## src/rtl/branch_resolution_unit_pkg.sv

```systemverilog
// Shared definitions for the EX-stage branch resolution unit:
// branch condition codes, datapath width and the squash FSM states.
package branch_resolution_unit_pkg;

  localparam int XLEN = 32;

  localparam logic [31:0] INSTR_NOP = 32'h0000_0013;

  localparam logic [2:0] F3_BEQ  = 3'b000;
  localparam logic [2:0] F3_BNE  = 3'b001;
  localparam logic [2:0] F3_BLT  = 3'b100;
  localparam logic [2:0] F3_BGE  = 3'b101;
  localparam logic [2:0] F3_BLTU = 3'b110;
  localparam logic [2:0] F3_BGEU = 3'b111;

  typedef enum logic {
    SQ_IDLE   = 1'b0,
    SQ_SQUASH = 1'b1
  } squash_state_e;

endpackage

```

## src/rtl/branch_resolution_unit_if.sv

```systemverilog
// EX-stage inputs and fetch-side redirect/predictor-update outputs of the
// branch resolution unit; master is the pipeline side, slave is the unit.
interface branch_resolution_unit_if #(
  parameter int XLEN  = 32,
  parameter int CNT_W = 32
);
  logic             instr_valid_ex_i;
  logic             stall_ex_i;
  logic             is_cond_branch_ex_i;
  logic             is_jal_ex_i;
  logic             is_jalr_ex_i;
  logic [2:0]       funct3_ex_i;
  logic [XLEN-1:0]  rs1_data_ex_i;
  logic [XLEN-1:0]  rs2_data_ex_i;
  logic [XLEN-1:0]  imm_ex_i;
  logic [XLEN-1:0]  pc_ex_i;
  logic             pred_taken_ex_i;
  logic [XLEN-1:0]  pred_target_ex_i;

  logic             branching_o;
  logic [XLEN-1:0]  branching_address_o;
  logic [XLEN-1:0]  pc_ex_o;
  logic             is_branch_instr_ex_o;
  logic             increment_counter_o;
  logic             decrement_counter_o;
  logic [XLEN-1:0]  link_value_o;
  logic [CNT_W-1:0] branch_count_o;
  logic [CNT_W-1:0] mispredict_count_o;

  modport master (
    output instr_valid_ex_i, stall_ex_i, is_cond_branch_ex_i, is_jal_ex_i,
           is_jalr_ex_i, funct3_ex_i, rs1_data_ex_i, rs2_data_ex_i, imm_ex_i,
           pc_ex_i, pred_taken_ex_i, pred_target_ex_i,
    input  branching_o, branching_address_o, pc_ex_o, is_branch_instr_ex_o,
           increment_counter_o, decrement_counter_o, link_value_o,
           branch_count_o, mispredict_count_o
  );

  modport slave (
    input  instr_valid_ex_i, stall_ex_i, is_cond_branch_ex_i, is_jal_ex_i,
           is_jalr_ex_i, funct3_ex_i, rs1_data_ex_i, rs2_data_ex_i, imm_ex_i,
           pc_ex_i, pred_taken_ex_i, pred_target_ex_i,
    output branching_o, branching_address_o, pc_ex_o, is_branch_instr_ex_o,
           increment_counter_o, decrement_counter_o, link_value_o,
           branch_count_o, mispredict_count_o
  );
endinterface

```

## src/rtl/branch_resolution_unit_branch_comparator.sv

```systemverilog
// Combinational branch condition evaluation from the two forwarded operands;
// reserved condition codes resolve as not taken.
module branch_comparator
  import branch_resolution_unit_pkg::*;
#(
  parameter int XLEN = 32
) (
  input  logic [XLEN-1:0] rs1_i,
  input  logic [XLEN-1:0] rs2_i,
  input  logic [2:0]      funct3_i,
  output logic            cond_true_o
);

  // Evaluate the condition selected by funct3
  always_comb begin
    cond_true_o = 1'b0;
    case (funct3_i)
      F3_BEQ:  cond_true_o = (rs1_i == rs2_i);
      F3_BNE:  cond_true_o = (rs1_i != rs2_i);
      F3_BLT:  cond_true_o = ($signed(rs1_i) <  $signed(rs2_i));
      F3_BGE:  cond_true_o = ($signed(rs1_i) >= $signed(rs2_i));
      F3_BLTU: cond_true_o = (rs1_i <  rs2_i);
      F3_BGEU: cond_true_o = (rs1_i >= rs2_i);
      default: cond_true_o = 1'b0;
    endcase
  end

endmodule

```

## src/rtl/branch_resolution_unit.sv

```systemverilog
// EX-stage branch/jump resolver: same-cycle redirect and predictor update to
// fetch, one-instruction wrong-path squash, and branch/mispredict counters.
module branch_resolution_unit
  import branch_resolution_unit_pkg::*;
#(
  parameter int XLEN        = 32,
  parameter int CNT_W       = 32,
  parameter bit ENABLE_PERF = 1'b1
) (
  input  logic clk_i,
  input  logic rst_ni,
  branch_resolution_unit_if.slave bru
);

  squash_state_e    state_q, state_d;
  logic [CNT_W-1:0] branch_cnt_q, branch_cnt_d;
  logic [CNT_W-1:0] mispred_cnt_q, mispred_cnt_d;

  logic            live_s;
  logic            cond_true_s;
  logic            taken_s;
  logic            mispredict_s;
  logic            branching_s;
  logic            is_cf_s;
  logic [XLEN-1:0] target_s;
  logic [XLEN-1:0] seq_pc_s;
  logic [XLEN-1:0] next_pc_s;

  branch_comparator #(.XLEN(XLEN)) u_cmp (
    .rs1_i       (bru.rs1_data_ex_i),
    .rs2_i       (bru.rs2_data_ex_i),
    .funct3_i    (bru.funct3_ex_i),
    .cond_true_o (cond_true_s)
  );

  // The squash state blocks the instruction that was already in ID when we redirected
  assign live_s  = bru.instr_valid_ex_i & ~bru.stall_ex_i & (state_q == SQ_IDLE);
  assign is_cf_s = bru.is_cond_branch_ex_i | bru.is_jal_ex_i | bru.is_jalr_ex_i;
  assign seq_pc_s = bru.pc_ex_i + {{(XLEN-3){1'b0}}, 3'd4};

  // Resolve direction, target and whether fetch went the wrong way
  always_comb begin
    taken_s      = bru.is_jal_ex_i | bru.is_jalr_ex_i |
                   (bru.is_cond_branch_ex_i & cond_true_s);
    target_s     = bru.pc_ex_i + bru.imm_ex_i;
    mispredict_s = 1'b0;
    if (bru.is_jalr_ex_i) begin
      target_s = (bru.rs1_data_ex_i + bru.imm_ex_i) & ~{{(XLEN-1){1'b0}}, 1'b1};
    end else begin
      target_s = bru.pc_ex_i + bru.imm_ex_i;
    end
    if (taken_s) begin
      mispredict_s = ~bru.pred_taken_ex_i | (bru.pred_target_ex_i != target_s);
      next_pc_s    = target_s;
    end else begin
      mispredict_s = bru.pred_taken_ex_i;
      next_pc_s    = seq_pc_s;
    end
  end

  assign branching_s               = live_s & mispredict_s;
  assign bru.branching_o           = branching_s;
  assign bru.branching_address_o   = live_s ? next_pc_s : {XLEN{1'b0}};
  assign bru.pc_ex_o               = live_s ? bru.pc_ex_i : {XLEN{1'b0}};
  assign bru.link_value_o          = live_s ? seq_pc_s : {XLEN{1'b0}};
  assign bru.is_branch_instr_ex_o  = live_s & (bru.is_cond_branch_ex_i | bru.is_jal_ex_i);
  assign bru.increment_counter_o   = live_s & bru.is_cond_branch_ex_i & taken_s;
  assign bru.decrement_counter_o   = live_s & bru.is_cond_branch_ex_i & ~taken_s;
  assign bru.branch_count_o        = branch_cnt_q;
  assign bru.mispredict_count_o    = mispred_cnt_q;

  // Squash FSM next state: leave SQUASH once EX actually advances
  always_comb begin
    state_d = state_q;
    case (state_q)
      SQ_IDLE: begin
        if (branching_s) state_d = SQ_SQUASH;
        else             state_d = SQ_IDLE;
      end
      SQ_SQUASH: begin
        if (!bru.stall_ex_i) state_d = SQ_IDLE;
        else                 state_d = SQ_SQUASH;
      end
      default: state_d = SQ_IDLE;
    endcase
  end

  // Performance counter next values, wrapping naturally at 2^CNT_W
  always_comb begin
    branch_cnt_d  = branch_cnt_q;
    mispred_cnt_d = mispred_cnt_q;
    if (ENABLE_PERF) begin
      branch_cnt_d  = branch_cnt_q  + {{(CNT_W-1){1'b0}}, (live_s & is_cf_s)};
      mispred_cnt_d = mispred_cnt_q + {{(CNT_W-1){1'b0}}, branching_s};
    end else begin
      branch_cnt_d  = {CNT_W{1'b0}};
      mispred_cnt_d = {CNT_W{1'b0}};
    end
  end

  // State and counter registers
  always_ff @(posedge clk_i or negedge rst_ni) begin
    if (!rst_ni) begin
      state_q       <= SQ_IDLE;
      branch_cnt_q  <= {CNT_W{1'b0}};
      mispred_cnt_q <= {CNT_W{1'b0}};
    end else begin
      state_q       <= state_d;
      branch_cnt_q  <= branch_cnt_d;
      mispred_cnt_q <= mispred_cnt_d;
    end
  end

endmodule

```

## src/flat_wrapper.sv

```systemverilog
// flat-port wrapper written by rule: the top's interface ports become plain ports
module branch_resolution_unit_flat import branch_resolution_unit_pkg::*;
#(
  parameter int XLEN        = 32,
  parameter int CNT_W       = 32,
  parameter bit ENABLE_PERF = 1'b1
)
  (clk_i, rst_ni, bru_instr_valid_ex_i, bru_stall_ex_i, bru_is_cond_branch_ex_i, bru_is_jal_ex_i, bru_is_jalr_ex_i, bru_funct3_ex_i, bru_rs1_data_ex_i, bru_rs2_data_ex_i, bru_imm_ex_i, bru_pc_ex_i, bru_pred_taken_ex_i, bru_pred_target_ex_i, bru_branching_o, bru_branching_address_o, bru_pc_ex_o, bru_is_branch_instr_ex_o, bru_increment_counter_o, bru_decrement_counter_o, bru_link_value_o, bru_branch_count_o, bru_mispredict_count_o);
  branch_resolution_unit_if #(.XLEN(XLEN), .CNT_W(CNT_W)) bru_i ();
  input  logic clk_i;
  input  logic rst_ni;
  input wire logic [$bits(bru_i.instr_valid_ex_i)-1:0] bru_instr_valid_ex_i;
  input wire logic [$bits(bru_i.stall_ex_i)-1:0] bru_stall_ex_i;
  input wire logic [$bits(bru_i.is_cond_branch_ex_i)-1:0] bru_is_cond_branch_ex_i;
  input wire logic [$bits(bru_i.is_jal_ex_i)-1:0] bru_is_jal_ex_i;
  input wire logic [$bits(bru_i.is_jalr_ex_i)-1:0] bru_is_jalr_ex_i;
  input wire logic [$bits(bru_i.funct3_ex_i)-1:0] bru_funct3_ex_i;
  input wire logic [$bits(bru_i.rs1_data_ex_i)-1:0] bru_rs1_data_ex_i;
  input wire logic [$bits(bru_i.rs2_data_ex_i)-1:0] bru_rs2_data_ex_i;
  input wire logic [$bits(bru_i.imm_ex_i)-1:0] bru_imm_ex_i;
  input wire logic [$bits(bru_i.pc_ex_i)-1:0] bru_pc_ex_i;
  input wire logic [$bits(bru_i.pred_taken_ex_i)-1:0] bru_pred_taken_ex_i;
  input wire logic [$bits(bru_i.pred_target_ex_i)-1:0] bru_pred_target_ex_i;
  output wire logic [$bits(bru_i.branching_o)-1:0] bru_branching_o;
  output wire logic [$bits(bru_i.branching_address_o)-1:0] bru_branching_address_o;
  output wire logic [$bits(bru_i.pc_ex_o)-1:0] bru_pc_ex_o;
  output wire logic [$bits(bru_i.is_branch_instr_ex_o)-1:0] bru_is_branch_instr_ex_o;
  output wire logic [$bits(bru_i.increment_counter_o)-1:0] bru_increment_counter_o;
  output wire logic [$bits(bru_i.decrement_counter_o)-1:0] bru_decrement_counter_o;
  output wire logic [$bits(bru_i.link_value_o)-1:0] bru_link_value_o;
  output wire logic [$bits(bru_i.branch_count_o)-1:0] bru_branch_count_o;
  output wire logic [$bits(bru_i.mispredict_count_o)-1:0] bru_mispredict_count_o;
  assign bru_i.instr_valid_ex_i = bru_instr_valid_ex_i;
  assign bru_i.stall_ex_i = bru_stall_ex_i;
  assign bru_i.is_cond_branch_ex_i = bru_is_cond_branch_ex_i;
  assign bru_i.is_jal_ex_i = bru_is_jal_ex_i;
  assign bru_i.is_jalr_ex_i = bru_is_jalr_ex_i;
  assign bru_i.funct3_ex_i = bru_funct3_ex_i;
  assign bru_i.rs1_data_ex_i = bru_rs1_data_ex_i;
  assign bru_i.rs2_data_ex_i = bru_rs2_data_ex_i;
  assign bru_i.imm_ex_i = bru_imm_ex_i;
  assign bru_i.pc_ex_i = bru_pc_ex_i;
  assign bru_i.pred_taken_ex_i = bru_pred_taken_ex_i;
  assign bru_i.pred_target_ex_i = bru_pred_target_ex_i;
  assign bru_branching_o = bru_i.branching_o;
  assign bru_branching_address_o = bru_i.branching_address_o;
  assign bru_pc_ex_o = bru_i.pc_ex_o;
  assign bru_is_branch_instr_ex_o = bru_i.is_branch_instr_ex_o;
  assign bru_increment_counter_o = bru_i.increment_counter_o;
  assign bru_decrement_counter_o = bru_i.decrement_counter_o;
  assign bru_link_value_o = bru_i.link_value_o;
  assign bru_branch_count_o = bru_i.branch_count_o;
  assign bru_mispredict_count_o = bru_i.mispredict_count_o;
  branch_resolution_unit #(.XLEN(XLEN), .CNT_W(CNT_W), .ENABLE_PERF(ENABLE_PERF)) u_core (.clk_i(clk_i), .rst_ni(rst_ni), .bru(bru_i));
endmodule
```

## config.mk

```make
export PLATFORM = sky130hd
export DESIGN_NAME = branch_resolution_unit_flat
export DESIGN_NICKNAME = d
export VERILOG_FILES = /design/src/rtl/branch_resolution_unit_pkg.sv /design/src/rtl/branch_resolution_unit_if.sv /design/src/rtl/branch_resolution_unit_branch_comparator.sv /design/src/rtl/branch_resolution_unit.sv /design/src/flat_wrapper.sv
export SDC_FILE = /design/constraint.sdc
export NUM_CORES = 1
export LEC_CHECK = 0
export ABC_CLOCK_PERIOD_IN_PS = 4900
export BUFFER_PORTS_ARGS = -buffer_cell sky130_fd_sc_hd__buf_2
export CORE_UTILIZATION = 30
export CTS_BUF_LIST = sky130_fd_sc_hd__clkbuf_16
export CTS_CLUSTER_DIAMETER = 150
export CTS_CLUSTER_SIZE = 40
export DETAILED_ROUTE_END_ITERATION = 8
export GPL_TIMING_DRIVEN = 0
export PLACE_DENSITY_LB_ADDON = 0.3
export SLEW_MARGIN = 20
export SYNTH_ARGS = -nofsm -noshare
export SYNTH_HDL_FRONTEND = slang
export SYNTH_SLANG_ARGS = --single-unit
export TNS_END_PERCENT = 10
```

## constraint.sdc

```tcl
create_clock -name clk_i -period 4.9 [get_ports clk_i]
set_input_delay 0.245 -clock clk_i [delete_from_list [all_inputs] [get_ports clk_i]]
set_output_delay 0.245 -clock clk_i [all_outputs]
set_load 0.03 [all_outputs]
```

==> impl_metrics.py <==
metrics = {
    "timing": {
        "finClkSkew_ps": 5.131,
        "hold_viol_final": 0,
        "slew_viol_final": 0,
        "fin_setup_tns_ps": 0,
        "worst_pin_slew_ps": 951.2,
        "max_freq_ghz": 0.2078,
        "min_period_over_period_pct": 98.22,
        "layout_min_cycle_time_ps": 4813,
        "setup_viol": 0,
        "relSlewSlack_pct": 36.58,
    },
    "logic_synthesis": {
        "yosys.cell_types.count": 79,
        "syn_nets": 1683,
        "synth.yosys.seq_area_share_pct": 15.75,
        "syn_area_um2": 10330,
        "synth_edf_count": 0,
        "synth-async-reset-ratio_pct": 100.0,
        "netlist_instances": 1412,
        "synth_warnings": 0,
        "syn_area_per_cell_um2": 7.316,
        "ys_seq_elements": 65,
        "synth-main-ff-cell": "dfrtp_1",
    },
    "final_layout": {
        "fillCellCount": 3594,
        "multi_input_area_um2": 8511,
        "area_growth_pct": 29.26,
        "drive_above_1_share_pct": 25.72,
        "final_util_pct": 39.62,
        "fin_area_um2": 13350,
        "fin_nets": 2039,
        "seq_area_um2": 1627,
    },
    "floorplanning": {
        "io_pins": 335,
        "rows": 67,
        "core-area_um2": 33700,
        "fp.dieH_um": 187.6,
        "die_x_um": 187.6,
        "initial_utilization_pct": 30.65,
        "die_area_um2": 35180,
    },
    "setup_path": {
        "reg2reg_from": "u_core.state_q",
        "path_depth": 20,
        "worstSetupPathType": "in2reg",
        "startpoint_type": "primary input",
        "critPathBufInv": 1,
        "critPathSlowestCell": "o311ai_0",
        "reg2regPathDepth": 12,
        "cpPeakStageDelay_ps": 490,
        "worstReg2RegEnd": "u_core.bru.branch_count_o[30]",
        "cp_top_family": "compound AO/OA/AOI/OAI gates",
        "critical_path.startpoint": "bru_imm_ex_i[15]",
        "crit_fanout": 10,
        "end_kind": "flop",
        "crit_chain": "buf_2 > ha_1 > a21oi_2 > o21ai_1 > o21a_1 > o311ai_0 > o21ai_0 > o211a_1 > nand4bb_1 > nor4_4 > nand4b_1 > nor4_4 > nor2_2 > ha_1 > ha_1 > nand2_1 > nor4_4 > nand3_4 > nor2_1 > xor2_1",
        "critPathArrivalTime_ps": 5020,
        "required_ps": 5110,
        "r2r_setup_slack_ps": 970,
        "endpoint": "u_core.bru.mispredict_count_o[26]",
    },
    "clock_tree": {
        "cts_max_level": 3,
        "clk_path_buf_depth": 2,
        "cts.sinks": 65,
        "insertion_delay_ps": 330,
        "cts.root.buffer_cell": "clkbuf_16",
        "cts-buffers-inserted": 9,
        "cts_tree": "built",
        "cts.clk_slew.worst_paths_ps": 50,
    },
    "placed_design": {
        "placed_cell_area_um2": 12600,
        "io_buffers": 334,
        "globalplace.congestion": 0.9635,
        "hpwl_mm": 41.49,
    },
    "job": {
        "maxCapViolations": 0,
    },
    "grt": {
        "antenna_found_initial": 4,
        "grt_pass1_wl_mm": 72.86,
        "grtUsageTotal_pct": 27.13,
        "first_global_vias": 11900,
        "grt_overflow_total": 0,
        "grt_start_max_net_pins": 48,
    },
    "power_and_ir_drop": {
        "leakagePower_nw": 6.464,
        "seqPwrFrac_pct": 21.7,
        "power.internal_mw": 1.541,
        "p_per_area_nw_per_um2": 212.6,
        "pwr-share-comb_pct": 54.8,
        "clockPowerShare_pct": 23.5,
        "finalPower_mw": 2.839,
        "ir_worst_vdd_mv": 0.2449,
        "p_sw_share_pct": 45.73,
        "power.switching_mw": 1.298,
    },
    "hold_path": {
        "min_path_cells": 3,
        "min-delay-path-class": "in2reg",
    },
    "drt": {
        "dr_wl_met3_mm": 4.065,
        "drcViolationCount": 0,
        "wl_per_cell_um": 22.14,
        "wl_mm": 49.25,
        "drt-pass1-iter-count": 5,
        "antenna_left": 0,
        "vias_per_cell": 5.673,
        "vias": 12620,
        "wl_met1_mm": 21.55,
        "drtIter0Drc": 923,
        "top_layer": "met5",
        "dr_wl_met2_mm": 22.02,
    },
    "outcome": {
        "status": "complete, no violations",
    },
}
## registers in the layout, indices dropped and copies added, names as in the netlist
name                           cells
u_core.bru.branch_count_o         32
u_core.state_q                     1
u_core.bru.mispredict_count_o     32
## layer usage
| layer | up-vias | track usage, % |
|---|---|---|
| li1 | 5924 | - |
| met1 | 6005 | 36.52 |
| met2 | 612 | 43.89 |
| met3 | 80 | 4.454 |
| met4 | 2 | 8.818 |
| met5 | - | 0 |
## final cells by class
type	instances	share of cell area, %
Antenna cell	4	0.07496
Buffer	64	2.155
Clock buffer	9	1.687
Clock inverter	7	0.6466
Inverter	63	1.771
Multi-Input combinational cell	1216	63.74
Sequential cell	65	12.18
Tap cell	448	4.198
Timing Repair Buffer	349	13.55
## cell usage after synthesis, types with 8 or more instances
library cell  instances  area [µm²]
nor2_1              140       525.5
nor4_1               15       93.84
o21a_1               22       165.2
a211oi_1             43       322.8
nand2b_1             13       81.33
nand3_1              73       365.4
a21oi_1              88       440.4
buf_2                14       70.07
inv_1                62       232.7
clkbuf_1             46       172.7
nor3b_1              15       112.6
and3_1               71       444.2
xor2_1               57       499.2
o21ai_0              60       300.3
ha_1                 98        1226
nand4_1              45       281.5
nor2b_1              12       75.07
xnor2_1              87       762.0
and4_1                8       70.07
and2_1               16       100.1
a21o_1               14       105.1
mux2i_1              14       140.1
nor3_1               37       185.2
nand2_1             124       465.5
or3_1                 9       56.30
o211ai_1             17       127.6
dfrtp_1              65        1627
a31oi_1              12       75.07
o31ai_1              12       90.09
## power by group through the flow
stage	Combinational [mW]	Clock [mW]	Sequential, mW
6_report	1.56	0.667	0.617
5_1_grt	1.68	0.705	0.623
4_1_cts	1.51	0.681	0.617
3_3_place_gp	1.46	0	0.625
2_1_floorplan	0.869	0	0.693
3_5_place_dp	1.48	0	0.626
## worst register-to-register path, stage by stage (launching register included)
cell and delay (ps):
dfrtp_1 370, nor2_1 410, nand2_1 360, clkbuf_1 400, nor2_1 210, ha_1 320, ha_1 260, nand3_1 190
nor3_1 460, and3_1 230, clkbuf_1 300, nand4_1 170, xnor2_1 150
## cell usage in the layout (no fill, tap or decap), types with 14 or more instances in the layout
cell type and instances:
inv_1 63, ha_1 96, and3_1 71, xor2_1 57, o211ai_1 17, a211oi_1 39
mux2i_1 14, xnor2_1 87, nor3b_1 14, nor3_1 35, buf_2 347, dfrtp_1 65
nand2_1 123, a21oi_1 83, nand3_1 72, o21ai_0 54, buf_4 17, a21o_1 14
o21a_1 22, nand4_1 45, nor2_1 138, clkbuf_1 35, and2_1 16
## worst min-delay path by stage
stage / from / to / slack, ps
2_1_floorplan: rst_ni / u_core.bru.branch_count_o[0] / -50
3_3_place_gp: u_core.bru.mispredict_count_o[31] / u_core.bru.mispredict_count_o[31] / 450
3_5_place_dp: rst_ni / u_core.bru.mispredict_count_o[23] / 150
4_1_cts: bru_stall_ex_i / u_core.state_q / 150
5_1_grt: bru_stall_ex_i / u_core.state_q / 170
6_report: bru_stall_ex_i / u_core.state_q / 160
## cells by family after synthesis
group / synth area share [%]
mux: 1.684
simple gates: 29.66
xor+xnor: 12.43
buf+inv: 5.136
compound gates: 23.09
flops: 15.75
fa+ha+maj: 12.26
## per-stage QoR
step                std cells  setup slack (ps)  hold slack (ps)
floorplan                1412             136.8           -50.59
global placement         2194             -1310            451.4
detailed placement       2195             -1287            146.0
CTS                      2217             3.319            152.6
global route             2223            -25.30            167.6
finish                   2225             87.23            160.1
## repair_timing
action / 4_1_cts / 5_1_grt
setup buffers: 7 / 6
hold buffers: 1 / 0
endpoints found under the hold margin: 18 / 0
resized for setup: 38 / 37
endpoints found under the setup margin: 58 / 29
pin swaps: 7 / 11
Note: power is estimated with default switching activity, not from simulation.
